--- src/rtl/comma_sync_10b_if.sv ---
// Link bundle between the deserializer/decoder side and the 8b/10b word aligner.
// master: drives raw words and decoder error feedback, observes aligned output.
// slave : the aligner; consumes raw words, presents aligned code groups and sync status.
interface comma_sync_10b_if;
    logic       din_ena;
    logic [9:0] din_dat;
    logic       code_err;
    logic       dout_val;
    logic [9:0] dout_dat;
    logic       dout_comma;
    logic       sync;
    logic [3:0] align_ofs;
    logic       realign;

    modport master (
        output din_ena, din_dat, code_err,
        input  dout_val, dout_dat, dout_comma, sync, align_ofs, realign
    );

    modport slave (
        input  din_ena, din_dat, code_err,
        output dout_val, dout_dat, dout_comma, sync, align_ofs, realign
    );
endinterface

--- src/rtl/comma_sync_10b.sv ---
// 8b/10b receive word aligner: searches all ten bit offsets for a comma, locks
// after ACQ_COMMAS same-offset commas, drops lock on decoder error feedback.
// Ports: clk, rst_n (async active-low), lnk (slave side of comma_sync_10b_if).
// One clock latency; every register advances only when din_ena is high.
module comma_sync_10b #(
    parameter int ACQ_COMMAS = 3,
    parameter int LOSS_ERRS  = 4,
    parameter int ERR_DECAY  = 4
) (
    input  logic             clk,
    input  logic             rst_n,
    comma_sync_10b_if.slave  lnk
);

    typedef enum logic [1:0] {ST_LOS, ST_CDET, ST_SYNC} state_t;

    state_t     state;
    logic [9:0] prev;
    logic [3:0] cnt;
    logic [3:0] err_cnt;
    logic [7:0] good_cnt;
    logic [3:0] align_ofs_q;
    logic       dout_val_q;
    logic [9:0] dout_dat_q;
    logic       dout_comma_q;
    logic       sync_q;
    logic       realign_q;

    logic [19:0] window;
    logic [9:0]  comma_vec;
    logic        any_comma;
    logic [3:0]  first_k;
    logic        cur_comma;
    logic        take_new;
    logic [3:0]  new_ofs;
    logic [9:0]  new_dat;
    logic        new_comma;

    function automatic logic is_comma(input logic [9:0] c);
        return (c[9:3] == 7'b0011111) || (c[9:3] == 7'b1100000);
    endfunction

    // Candidate k is window[19-k -: 10]; a right shift by 10-k lands it in [9:0].
    function automatic logic [9:0] cand_at(input logic [19:0] w, input logic [3:0] k);
        logic [19:0] sh;
        sh = w >> (5'd10 - {1'b0, k});
        return sh[9:0];
    endfunction

    assign window = {prev, lnk.din_dat};

    always_comb begin
        comma_vec = '0;
        first_k   = '0;
        for (int k = 0; k < 10; k++) begin
            comma_vec[k] = is_comma(cand_at(window, 4'(k)));
        end
        // Scan downward so the lowest matching offset is the last one written.
        for (int k = 9; k >= 0; k--) begin
            if (comma_vec[k]) first_k = 4'(k);
        end
    end

    assign any_comma = |comma_vec;
    assign cur_comma = is_comma(cand_at(window, align_ofs_q));

    // The offset moves only out of LOS, or in CDET when a comma shows up
    // somewhere other than the current offset and no error overrides it.
    assign take_new  = (state == ST_LOS) ||
                       (state == ST_CDET && !lnk.code_err && !cur_comma);
    assign new_ofs   = (take_new && any_comma) ? first_k : align_ofs_q;
    assign new_dat   = cand_at(window, new_ofs);
    assign new_comma = is_comma(new_dat);

    always_ff @(posedge clk or negedge rst_n) begin
        if (!rst_n) begin
            state        <= ST_LOS;
            prev         <= '0;
            cnt          <= '0;
            err_cnt      <= '0;
            good_cnt     <= '0;
            align_ofs_q  <= '0;
            dout_val_q   <= 1'b0;
            dout_dat_q   <= '0;
            dout_comma_q <= 1'b0;
            sync_q       <= 1'b0;
            realign_q    <= 1'b0;
        end else if (!lnk.din_ena) begin
            dout_val_q <= 1'b0;
            realign_q  <= 1'b0;
        end else begin
            prev       <= lnk.din_dat;
            realign_q  <= 1'b0;
            dout_val_q <= 1'b0;

            // Output follows the post-edge offset so the comma that causes a
            // realign is itself delivered aligned.
            if (state != ST_LOS || any_comma) begin
                dout_val_q   <= 1'b1;
                dout_dat_q   <= new_dat;
                dout_comma_q <= new_comma;
            end

            case (state)
                ST_LOS: begin
                    if (any_comma) begin
                        align_ofs_q <= first_k;
                        cnt         <= 4'd1;
                        realign_q   <= (first_k != align_ofs_q);
                        state       <= ST_CDET;
                    end
                end
                ST_CDET: begin
                    if (lnk.code_err) begin
                        cnt   <= '0;
                        state <= ST_LOS;
                    end else if (cur_comma) begin
                        cnt <= cnt + 4'd1;
                        if (cnt + 4'd1 == 4'(ACQ_COMMAS)) begin
                            err_cnt  <= '0;
                            good_cnt <= '0;
                            sync_q   <= 1'b1;
                            state    <= ST_SYNC;
                        end
                    end else if (any_comma) begin
                        align_ofs_q <= first_k;
                        cnt         <= 4'd1;
                        realign_q   <= 1'b1;
                    end
                end
                ST_SYNC: begin
                    if (lnk.code_err) begin
                        good_cnt <= '0;
                        if (err_cnt + 4'd1 == 4'(LOSS_ERRS)) begin
                            err_cnt <= '0;
                            cnt     <= '0;
                            sync_q  <= 1'b0;
                            state   <= ST_LOS;
                        end else begin
                            err_cnt <= err_cnt + 4'd1;
                        end
                    end else if (good_cnt + 8'd1 == 8'(ERR_DECAY)) begin
                        good_cnt <= '0;
                        if (err_cnt != 4'd0) err_cnt <= err_cnt - 4'd1;
                    end else begin
                        good_cnt <= good_cnt + 8'd1;
                    end
                end
                default: begin
                    sync_q <= 1'b0;
                    state  <= ST_LOS;
                end
            endcase
        end
    end

    assign lnk.dout_val   = dout_val_q;
    assign lnk.dout_dat   = dout_dat_q;
    assign lnk.dout_comma = dout_comma_q;
    assign lnk.sync       = sync_q;
    assign lnk.align_ofs  = align_ofs_q;
    assign lnk.realign    = realign_q;

endmodule

--- src/flat_wrapper.sv ---
// flat-port wrapper written by rule: the top's interface ports become plain ports
module comma_sync_10b_flat 
#(
    parameter int ACQ_COMMAS = 3,
    parameter int LOSS_ERRS  = 4,
    parameter int ERR_DECAY  = 4
)
  (clk, rst_n, lnk_din_ena, lnk_din_dat, lnk_code_err, lnk_dout_val, lnk_dout_dat, lnk_dout_comma, lnk_sync, lnk_align_ofs, lnk_realign);
  comma_sync_10b_if lnk_i ();
  input  logic clk;
  input  logic rst_n;
  input wire logic [$bits(lnk_i.din_ena)-1:0] lnk_din_ena;
  input wire logic [$bits(lnk_i.din_dat)-1:0] lnk_din_dat;
  input wire logic [$bits(lnk_i.code_err)-1:0] lnk_code_err;
  output wire logic [$bits(lnk_i.dout_val)-1:0] lnk_dout_val;
  output wire logic [$bits(lnk_i.dout_dat)-1:0] lnk_dout_dat;
  output wire logic [$bits(lnk_i.dout_comma)-1:0] lnk_dout_comma;
  output wire logic [$bits(lnk_i.sync)-1:0] lnk_sync;
  output wire logic [$bits(lnk_i.align_ofs)-1:0] lnk_align_ofs;
  output wire logic [$bits(lnk_i.realign)-1:0] lnk_realign;
  assign lnk_i.din_ena = lnk_din_ena;
  assign lnk_i.din_dat = lnk_din_dat;
  assign lnk_i.code_err = lnk_code_err;
  assign lnk_dout_val = lnk_i.dout_val;
  assign lnk_dout_dat = lnk_i.dout_dat;
  assign lnk_dout_comma = lnk_i.dout_comma;
  assign lnk_sync = lnk_i.sync;
  assign lnk_align_ofs = lnk_i.align_ofs;
  assign lnk_realign = lnk_i.realign;
  comma_sync_10b #(.ACQ_COMMAS(ACQ_COMMAS), .LOSS_ERRS(LOSS_ERRS), .ERR_DECAY(ERR_DECAY)) u_core (.clk(clk), .rst_n(rst_n), .lnk(lnk_i));
endmodule
--- config.mk ---
export PLATFORM = sky130hd
export DESIGN_NAME = comma_sync_10b_flat
export DESIGN_NICKNAME = d
export VERILOG_FILES = /design/src/rtl/comma_sync_10b_if.sv /design/src/rtl/comma_sync_10b.sv /design/src/flat_wrapper.sv
export SDC_FILE = /design/constraint.sdc
export NUM_CORES = 1
export LEC_CHECK = 0
export ABC_AREA = 0
export ABC_CLOCK_PERIOD_IN_PS = 9150
export CAP_MARGIN = 10
export CELL_PAD_IN_SITES_DETAIL_PLACEMENT = 2
export CELL_PAD_IN_SITES_GLOBAL_PLACEMENT = 2
export CORE_ASPECT_RATIO = 0.75
export CORE_MARGIN = 1.5
export CORE_UTILIZATION = 41
export DETAILED_ROUTE_END_ITERATION = 8
export GPL_ROUTABILITY_DRIVEN = 0
export PLACE_DENSITY = 0.86
export SLEW_MARGIN = 0
export SYNTH_ARGS = -nofsm -noshare
export SYNTH_HDL_FRONTEND = slang
export SYNTH_SLANG_ARGS = --single-unit
--- constraint.sdc ---
create_clock -name clk -period 9.15 [get_ports clk]
set_input_delay 1.3725 -clock clk [delete_from_list [all_inputs] [get_ports clk]]
set_output_delay 1.3725 -clock clk [all_outputs]
set_load 0.02 [all_outputs]
==> impl_metrics.py, run 1 <==
metrics = {
    "cts": {
        "htreeDepth": 2,
        "clk_latency_ns": 0.31,
        "cts_num_sinks": 46,
        "cts_setup_buffers": 0,
        "ctsHoldBuffers": 0,
        "numCtsBuffers": 5,
        "cts_tree": "built",
        "clock-root-buffer": "clkbuf_16",
        "ctsResizeCount": 0,
        "clockBufferDepth": 2,
        "clk_pin_slew_ns": 0.07,
    },
    "worst_setup_path": {
        "crit_end": "u_core.lnk.dout_comma",
        "reg2reg_from": "u_core.lnk.align_ofs[0]",
        "timing.rr.end": "u_core.lnk.dout_comma",
        "crit_required_ns": 9.36,
        "path_cells": "clkdlybuf4s50_1 -> nor2_1 -> and3_1 -> or3_1 -> a21oi_1 -> nand4_1 -> o21ai_1 -> a211o_1 -> mux2_2 -> ha_1 -> inv_1 -> mux4_2 -> mux2i_1 -> and2_4 -> a2111oi_4 -> nand4_1 -> o31ai_1",
        "start_kind": "input port",
        "cpPeakStageDelay_ns": 0.87,
        "rr_worst_depth": 18,
        "crit_path_end_kind": "register",
        "critPathLaunch": "lnk_din_dat[9]",
        "worst-r2r-setup-slack_ns": 2.61,
        "cp_common_cell": "nand4_1",
        "path_class": "in -> reg",
        "cp_max_fo": 15,
        "worst_path_max_delay_cell": "clkdlybuf4s50_1",
        "cp.arrival_ns": 7.20,
    },
    "timing": {
        "min_period_over_period_pct": 76.4,
        "finalMaxSlewViolations": 0,
        "finalHoldViolations": 0,
        "worstMarginPinSlew_ns": 0.889,
        "setup-tns-final_ns": 0,
        "grt_setup_unrepaired": "no",
        "slew_headroom_pct": 40.5,
        "min_period_ns": 6.99,
        "setup_viol": 0,
        "clock.fmax_mhz": 143,
        "skew_ns": 0.00678,
    },
    "power": {
        "switching_power_mw": 0.873,
        "switching_share_pct": 48.8,
        "internal_power_mw": 0.915,
        "combinationalPowerShare_pct": 71.8,
        "power_density_nw_per_um2": 343,
        "total_power_mw": 1.79,
        "p_clk_share_pct": 11.1,
        "leakagePower_nw": 2.04,
        "share_seq_of_total_power_pct": 17.1,
        "ir_drop_mv": 0.216,
    },
    "die": {
        "dieHeight_um": 96.2,
        "die_x_um": 127,
        "num_rows": 33,
        "dieArea_um2": 12200,
        "core_area_um2": 11100,
        "ioPinCount": 32,
        "start_util_pct": 42.7,
    },
    "synth": {
        "yosysTopAreaCell": "dfrtp_1",
        "synth_fp_nets": 541,
        "synth_most_common_cell": "dfrtp_1",
        "ys_seq_area_share_pct": 24.3,
        "syn-instance-count": 514,
        "synthAdderAreaFrac_pct": 3.43,
        "synth.top_cell.area_share_pct": 24.3,
        "synth-seq-cells": 46,
        "synth.top_cells.by_count": "dfrtp_1, nand2_1, o21ai_0",
        "synth_top_family_by_area": "multiplexers",
        "synthSimpleGateAreaFrac_pct": 20.3,
        "yosys-top-cells-area": "dfrtp_1, mux4_2, mux2_2",
        "synth_edf_count": 0,
        "synth_compound_area_share_pct": 18.3,
        "synth_mux_area_share_pct": 25.1,
        "synth_xor_area_share_pct": 2.72,
        "yosys_warnings": 0,
        "synth_flop_cell": "dfrtp_1",
        "synth-async-reset-ratio_pct": 100,
        "yosysUniqueCellTypes": 76,
        "post_synth.cell_area_avg_um2": 9.23,
        "synthesis.area_um2": 4740,
    },
    "route": {
        "vias_per_cell": 6.59,
        "drc": 0,
        "wl_um": 16100,
        "drt_iter0_drc": 270,
        "dr_total_vias": 4348,
        "wl_per_cell_um": 24.4,
        "ant_nets": 0,
        "firstDrtPassIters": 5,
    },
    "placement": {
        "io_buffers": 31,
        "dp_hpwl_um": 11900,
        "dpl_cell_area_um2": 5060,
    },
    "final_layout": {
        "nets": 546,
        "fillers": 1173,
        "fin_area_um2": 5210,
        "syn_to_final_growth_pct": 9.84,
        "antenna_cells": 0,
        "fin_util_pct": 46.9,
        "drive_gt1_share_pct": 16.3,
    },
    "flow_run": {
        "drv_cap": 0,
    },
    "status": {
        "status": "finished, final reports clean",
    },
    "global_route": {
        "first_global_vias": 4613,
        "grt_pass1_wl_um": 26200,
        "grt_usage_pct": 27.8,
        "overflow": 0,
        "grt_max_degree": 37,
        "antenna_found_initial": 0,
    },
    "worst_hold_path": {
        "hold_path_class": "reg -> reg",
        "hp-start": "u_core.lnk.dout_dat[3]",
    },
}
## power groups by stage
| stage | Sequential, mW | Combinational (mW) | Clock (mW) |
|---|---|---|---|
| final | 0.306 | 1.28 | 0.199 |
| after global placement | 0.306 | 1.20 | 0 |
| after detailed placement | 0.308 | 1.27 | 0 |
| after CTS | 0.304 | 1.28 | 0.200 |
| after floorplan | 0.316 | 0.955 | 0 |
| after global routing | 0.312 | 1.39 | 0.208 |
## critical path, delay by kind of cell
family	cells	cell delay, ns
adders and majority gates	1	0.64
and+or+nand+nor	6	1.51
AOI/OAI and AO/OA	5	1.43
muxes	3	0.95
buffers and inverters	2	1.27
## how the worst min path moves through the flow
stage / to / cells after the start
floorplan: u_core.good_cnt[7] / 1
detailed placement: u_core.lnk.dout_dat[3] / 2
finish: u_core.lnk.dout_dat[3] / 2
global route: u_core.lnk.dout_dat[6] / 2
CTS: u_core.lnk.dout_dat[3] / 2
global placement: u_core.lnk.dout_dat[6] / 2
## routing by layer
layer | track usage (%) | part of all wire [%]
met5 | 0 | 0
met4 | 5.68 | 1.3
met3 | 4.61 | 4.3
met2 | 46.7 | 48
met1 | 38.1 | 46
## flip-flops by register name (all words and copies together), names as in the netlist
name / cells
u_core.cnt: 4
u_core.err_cnt: 4
u_core.good_cnt: 8
u_core.lnk.align_ofs: 4
u_core.lnk.dout_comma: 1
u_core.lnk.dout_dat: 10
u_core.lnk.dout_val: 1
u_core.lnk.realign: 1
u_core.lnk.sync: 1
u_core.prev: 10
u_core.state: 2
## logic make-up (layout without fill, tap and decap cells)
logic type	count (synthesis)	in the layout
buffers and inverters	59	65
xor gates and xnor gates	13	13
adders and majority gates	13	13
and+or+nand+nor	177	177
AOI/OAI and AO/OA	121	121
muxes	85	85
DFF	46	46
## final cells by class
| type | count | area (um2) | share of cell area, % |
|---|---|---|---|
| Timing Repair Buffer | 36 | 343 | 6.58 |
| Sequential cell | 46 | 1150 | 22.1 |
| Clock buffer | 5 | 125 | 2.40 |
| Clock inverter | 3 | 23.8 | 0.456 |
| Tap cell | 140 | 175 | 3.36 |
| Multi-Input combinational cell | 409 | 3310 | 63.6 |
| Inverter | 21 | 78.8 | 1.51 |
## placed cells by master, fill, tap and decap left out, types with 6 or more instances in the layout
master,instances
a21oi_1,21
xnor2_1,10
o21ai_0,32
mux4_2,23
o31ai_1,6
mux2_2,28
ha_1,13
nand2_1,41
nor2_1,30
mux2i_1,31
nand3_1,19
clkdlybuf4s50_1,30
nor2b_1,11
and3_1,9
inv_1,20
dfrtp_1,46
nor3_1,17
## metrics by stage
step	worst slack [ns]	hold slack [ns]	std cells
3_5_place_dp	1.96	0.473	652
4_1_cts	2.24	0.490	660
6_report	2.16	0.485	660
3_3_place_gp	2.40	0.464	652
2_1_floorplan	3.67	0.446	514
5_1_grt	1.80	0.531	660
Power figures use the tool's default switching activity.
==> run 2, diff against run 1 <==
- ABC_CLOCK_PERIOD_IN_PS: 9150 -> 5700
- CORE_UTILIZATION: 41 -> 35
- PLACE_DENSITY: 0.86 -> 0.78
- clock period: 9.15 -> 5.7 ns (I/O delays scaled with it)
==> run 2 against run 1 <==
  * Wire length rose by 1.8%
  * Largest cell class unchanged
  * Clock-buffer cell count is the same
  * Register-to-register slack lost 2.1 ns
  * Sequential power up 55%
  * Die area grew 17%
  * Sequential share of layout area down 0.72 points
==> impl_metrics.py, run 2 (synthesized netlist as in run 1, its figures left out) <==
metrics = {
    "cts": {
        "clk_latency_ns": 0.30,
        "numCtsBuffers": 5,
        "htreeDepth": 2,
        "cts_num_sinks": 46,
        "ctsResizeCount": 0,
        "clock-root-buffer": "clkbuf_16",
        "cts_setup_buffers": 0,
        "clk_pin_slew_ns": 0.07,
        "clockBufferDepth": 2,
        "cts_tree": "built",
        "ctsHoldBuffers": 0,
    },
    "worst_setup_path": {
        "rr_worst_depth": 17,
        "crit_buf_inv": 2,
        "cp_top_family": "multiplexers",
        "start_kind": "input port",
        "path_cells": "clkdlybuf4s50_1 -> mux2i_1 -> mux4_2 -> nor2_1 -> a21oi_2 -> a211o_1 -> nor2_1 -> a211o_1 -> mux2_2 -> ha_2 -> inv_1 -> mux4_2 -> mux2i_1 -> and2_4 -> a2111oi_4 -> nand4_1 -> o31ai_1",
        "crit_required_ns": 5.90,
        "cp_max_fo": 8,
        "worstSetupPathDepth": 17,
        "cp.arrival_ns": 5.65,
        "worst-r2r-setup-slack_ns": 0.50,
        "crit_path_end_kind": "register",
        "cpPeakStageDelay_ns": 0.69,
        "path_class": "in -> reg",
        "worst_path_max_delay_cell": "clkdlybuf4s50_1",
    },
    "die": {
        "start_util_pct": 36.2,
        "dieArea_um2": 14300,
        "core_area_um2": 13100,
        "ioPinCount": 32,
        "dieHeight_um": 104,
        "num_rows": 36,
        "die_x_um": 137,
    },
    "power": {
        "leakagePower_nw": 2.12,
        "share_seq_of_total_power_pct": 16.3,
        "ir_drop_mv": 0.212,
        "p_clk_share_pct": 10.8,
        "internal_power_mw": 1.53,
        "switching_power_mw": 1.40,
        "switching_share_pct": 47.7,
        "power_density_nw_per_um2": 543,
        "total_power_mw": 2.92,
        "combinationalPowerShare_pct": 72.9,
    },
    "timing": {
        "finalHoldViolations": 0,
        "skew_ns": 0.00850,
        "hold_ws_ns": 0.496,
        "min_period_over_period_pct": 95.6,
        "layout_setup_ws_ns": 0.250,
        "finalMaxSlewViolations": 0,
        "slew_headroom_pct": 43.3,
        "setup_viol": 0,
        "grt_setup_unrepaired": "no",
        "worstMarginPinSlew_ns": 0.848,
        "clock.fmax_mhz": 183,
        "min_period_ns": 5.45,
    },
    "placement": {
        "dpl_cell_area_um2": 5240,
        "place_ws_ns": -0.0676,
        "dp.cells": 701,
        "dp_hpwl_um": 12400,
        "io_buffers": 31,
    },
    "route": {
        "dr_total_vias": 4368,
        "wl_per_cell_um": 23.1,
        "vias_per_cell": 6.16,
        "drc": 0,
        "ant_nets": 0,
        "drt_iter0_drc": 188,
        "firstDrtPassIters": 4,
        "wl_um": 16400,
    },
    "final_layout": {
        "layout_commonest_cell": "dfrtp_1",
        "antenna_cells": 0,
        "drive_gt1_share_pct": 19.3,
        "fin_area_um2": 5390,
        "final_cell_mix": "dfrtp_1, nand2_1, o21ai_0",
        "nets": 564,
        "syn_to_final_growth_pct": 13.6,
        "stdcell_count": 709,
    },
    "worst_hold_path": {
        "hold_path_class": "reg -> reg",
        "hold_depth": 1,
    },
    "global_route": {
        "grt_usage_pct": 24.2,
        "grt_max_degree": 47,
        "grt_pass1_wl_um": 26900,
        "overflow": 0,
        "antenna_found_initial": 0,
        "first_global_vias": 4760,
    },
    "flow_run": {
        "drv_cap": 0,
    },
    "status": {
        "status": "finished, final reports clean",
    },
}
run 2: layer usage:
layer	global-route usage, %	part of all wire (%)	vias to the layer above
li1	-	-	1989
met1	34.9	48	2261
met4	5.19	1.1	0
met5	0	0	-
met3	2.45	3.8	13
met2	39.1	48	105
run 2: worst register-to-register path, cell delays in order (launching register included):
cell and delay (ns):
dfrtp_1 0.36, buf_4 0.38, mux2_2 0.41, mux2_2 0.29, nor4_1 0.33, o21ai_0 0.19, a211o_1 0.33, nor2_1 0.16
a211o_1 0.25, mux2_2 0.37, ha_2 0.42, inv_1 0.13, mux4_2 0.40, mux2i_1 0.11, and2_4 0.20, a2111oi_4 0.35
nand4_1 0.17, o31ai_1 0.26
run 2: final cells by class:
cell class / count / area [um2]
clock buffers: 5 / 125
clock inverters: 3 / 23.8
fillers: 1406 / 7720
inverters: 21 / 78.8
multi-input cells: 409 / 3320
flip-flops and latches: 46 / 1150
well taps: 171 / 214
repair buffers: 54 / 478
run 2: path summary, 6_finish.rpt:
| check | startpoint | end |
|---|---|---|
| setup / recovery | lnk_din_dat[6] | u_core.lnk.dout_comma |
| hold reg to reg | u_core.good_cnt[7] | u_core.good_cnt[7] |
| min in group asynchronous | rst_n | u_core.prev[6] |
| hold / removal | u_core.good_cnt[7] | u_core.good_cnt[7] |
| setup reg to reg | u_core.lnk.align_ofs[0] | u_core.lnk.dout_comma |
| max in group asynchronous | rst_n | u_core.state[0] |
run 2: power by group through the flow:
stage	Combinational (mW)	Clock [mW]	Sequential, mW
CTS	2.13	0.325	0.475
finish	2.13	0.317	0.475
global placement	2.01	0	0.475
global route	2.29	0.335	0.487
detailed placement	2.12	0	0.482
floorplan	1.53	0	0.507
run 2: through the flow:
| stage | setup TNS (ns) | utilization [%] |
|---|---|---|
| floorplan | 0 | - |
| CTS | 0 | 41.1 |
| global placement | 0 | 39.9 |
| finish | 0 | 41.1 |
| global route | 0 | 41.1 |
| detailed placement | -0.0676 | 39.9 |
==> run 3, diff against run 2 <==
- REMOVE_ABC_BUFFERS: unset -> 1
==> run 3 against run 2 <==
  * Setup slack gained 0.094 ns
  * Critical path depth is the same
  * Sequential share of layout area is essentially flat
  * Via count shrank 2.0%
  * Highest routed layer unchanged
  * Combinational power is essentially flat
  * Maximum frequency grew 1.8%
  * Non-clock buffer count shrank 1
  * Register-to-register slack lost 0.09 ns
  * Clock-buffer cell count grew 1
  * Largest cell class unchanged
  * Largest power group unchanged
  * First-iteration DRC count shrank 3.7%
  * Flip-flop and latch count is the same
==> impl_metrics.py, run 3 (synthesized netlist as in run 1, its figures left out) <==
metrics = {
    "worst_hold_path": {
        "hold_path_class": "reg -> reg",
    },
    "route": {
        "drc": 0,
        "firstDrtPassIters": 4,
        "wl_um": 15600,
        "wl_per_cell_um": 22.1,
        "ant_nets": 0,
        "drt_iter0_drc": 181,
        "vias_per_cell": 6.06,
        "dr_total_vias": 4281,
    },
    "final_layout": {
        "syn_to_final_growth_pct": 13.8,
        "stdcell_count": 707,
        "drive_gt1_share_pct": 18.8,
        "antenna_cells": 0,
        "fillers": 1392,
        "layout_commonest_cell": "dfrtp_1",
        "fin_area_um2": 5400,
        "seq_area_um2": 1150,
        "multiInputGateArea_um2": 3310,
        "nets": 563,
        "fin_util_pct": 41.2,
        "final_cell_mix": "dfrtp_1, nand2_1, o21ai_0",
    },
    "global_route": {
        "first_global_vias": 4689,
        "overflow": 0,
        "grt_usage_pct": 23.2,
        "grt_max_degree": 47,
        "antenna_found_initial": 0,
        "grt_pass1_wl_um": 26100,
    },
    "die": {
        "dieArea_um2": 14300,
        "num_rows": 36,
        "die_x_um": 137,
        "core_area_um2": 13100,
        "dieHeight_um": 104,
        "ioPinCount": 32,
        "start_util_pct": 36.2,
    },
    "timing": {
        "min_period_ns": 5.36,
        "hold_ws_ns": 0.476,
        "grt_setup_unrepaired": "no",
        "min_period_over_period_pct": 94.0,
        "setup_viol": 0,
        "slew_headroom_pct": 44.6,
        "finalMaxSlewViolations": 0,
        "finalHoldViolations": 0,
        "worstMarginPinSlew_ns": 0.828,
        "setup-tns-final_ns": 0,
        "layout_setup_ws_ns": 0.345,
        "clock.fmax_mhz": 187,
        "skew_ns": 0.00641,
    },
    "worst_setup_path": {
        "cp.arrival_ns": 5.54,
        "path_class": "in -> reg",
        "start_kind": "input port",
        "crit_path_end_kind": "register",
        "cp_max_fo": 10,
        "crit_required_ns": 5.88,
    },
    "status": {
        "status": "finished, final reports clean",
    },
    "power": {
        "power_density_nw_per_um2": 545,
        "leakagePower_nw": 2.14,
        "total_power_mw": 2.94,
        "ir_drop_mv": 0.239,
    },
    "flow_run": {
        "drv_cap": 0,
    },
    "cts": {
        "cts_tree": "built",
        "numCtsBuffers": 5,
        "cts_num_sinks": 46,
        "clk_latency_ns": 0.30,
        "ctsResizeCount": 0,
        "cts_setup_buffers": 0,
        "clock-root-buffer": "clkbuf_16",
        "clk_pin_slew_ns": 0.06,
        "clockBufferDepth": 2,
        "htreeDepth": 2,
        "ctsHoldBuffers": 0,
    },
    "placement": {
        "dp_hpwl_um": 11400,
        "dp.cells": 700,
        "dpl_cell_area_um2": 5230,
        "place_ws_ns": 0.0925,
        "io_buffers": 31,
    },
}
[run 3: changes by cell type in the layout (fill, tap and decap cells not counted), sizes merged]
| cell | delta |
|---|---|
| clkbuf | +1 |
| inv | -1 |
| bufinv | +1 |
| clkinvlp | -2 |
| buf | -1 |
[run 3: where the power goes]
part / switching, mW / internal, mW
clock: 0.132 / 0.217
combinational: 1.16 / 0.964
sequential: 0.0791 / 0.395
total: 1.37 / 1.58
[run 3: worst max-delay path: stages]
cell and delay [ns]:
clkdlybuf4s50_1 0.62, mux2i_1 0.16, mux4_2 0.46, nor2_1 0.24, a21oi_2 0.13, a211o_1 0.28
nor2_1 0.16, a211o_1 0.26, mux2_2 0.36, ha_1 0.31, buf_4 0.22, mux4_2 0.55
mux2i_1 0.23, nor2_1 0.09, a21oi_1 0.21, nor2_1 0.09, mux2_2 0.29
[run 3: layout make-up]
cell class | count | area share, %
repair buffers | 53 | 8.72
inverters | 21 | 1.46
flip-flops and latches | 46 | 21.3
multi-input cells | 409 | 61.4
clock buffers | 6 | 2.57
well taps | 171 | 3.96
clock inverters | 1 | 0.556
[run 3: final timing paths]
| check | from | to | slack [ns] | cells past startpoint |
|---|---|---|---|---|
| max in group asynchronous | rst_n | u_core.good_cnt[6] | 4.61 | 2 |
| min in group asynchronous | rst_n | u_core.prev[1] | 0.66 | 2 |
| setup / recovery | lnk_din_dat[9] | u_core.lnk.dout_dat[5] | 0.34 | 17 |
| setup reg to reg | u_core.lnk.align_ofs[1] | u_core.lnk.dout_dat[5] | 0.41 | 17 |
| hold / removal | u_core.lnk.dout_dat[9] | u_core.lnk.dout_dat[9] | 0.48 | 1 |
| hold reg to reg | u_core.lnk.dout_dat[9] | u_core.lnk.dout_dat[9] | 0.48 | 1 |
[run 3: routing by layer]
metal  wire [um]  share of wire [%]  track usage (%)  up-vias
li1            -                  -                -     1977
met1        7640                 49             33.8     2235
met2        7460                 48             37.4       61
met3         372                2.4             1.91        8
met4         132               0.85             4.89        0
met5           0                  0                0        -
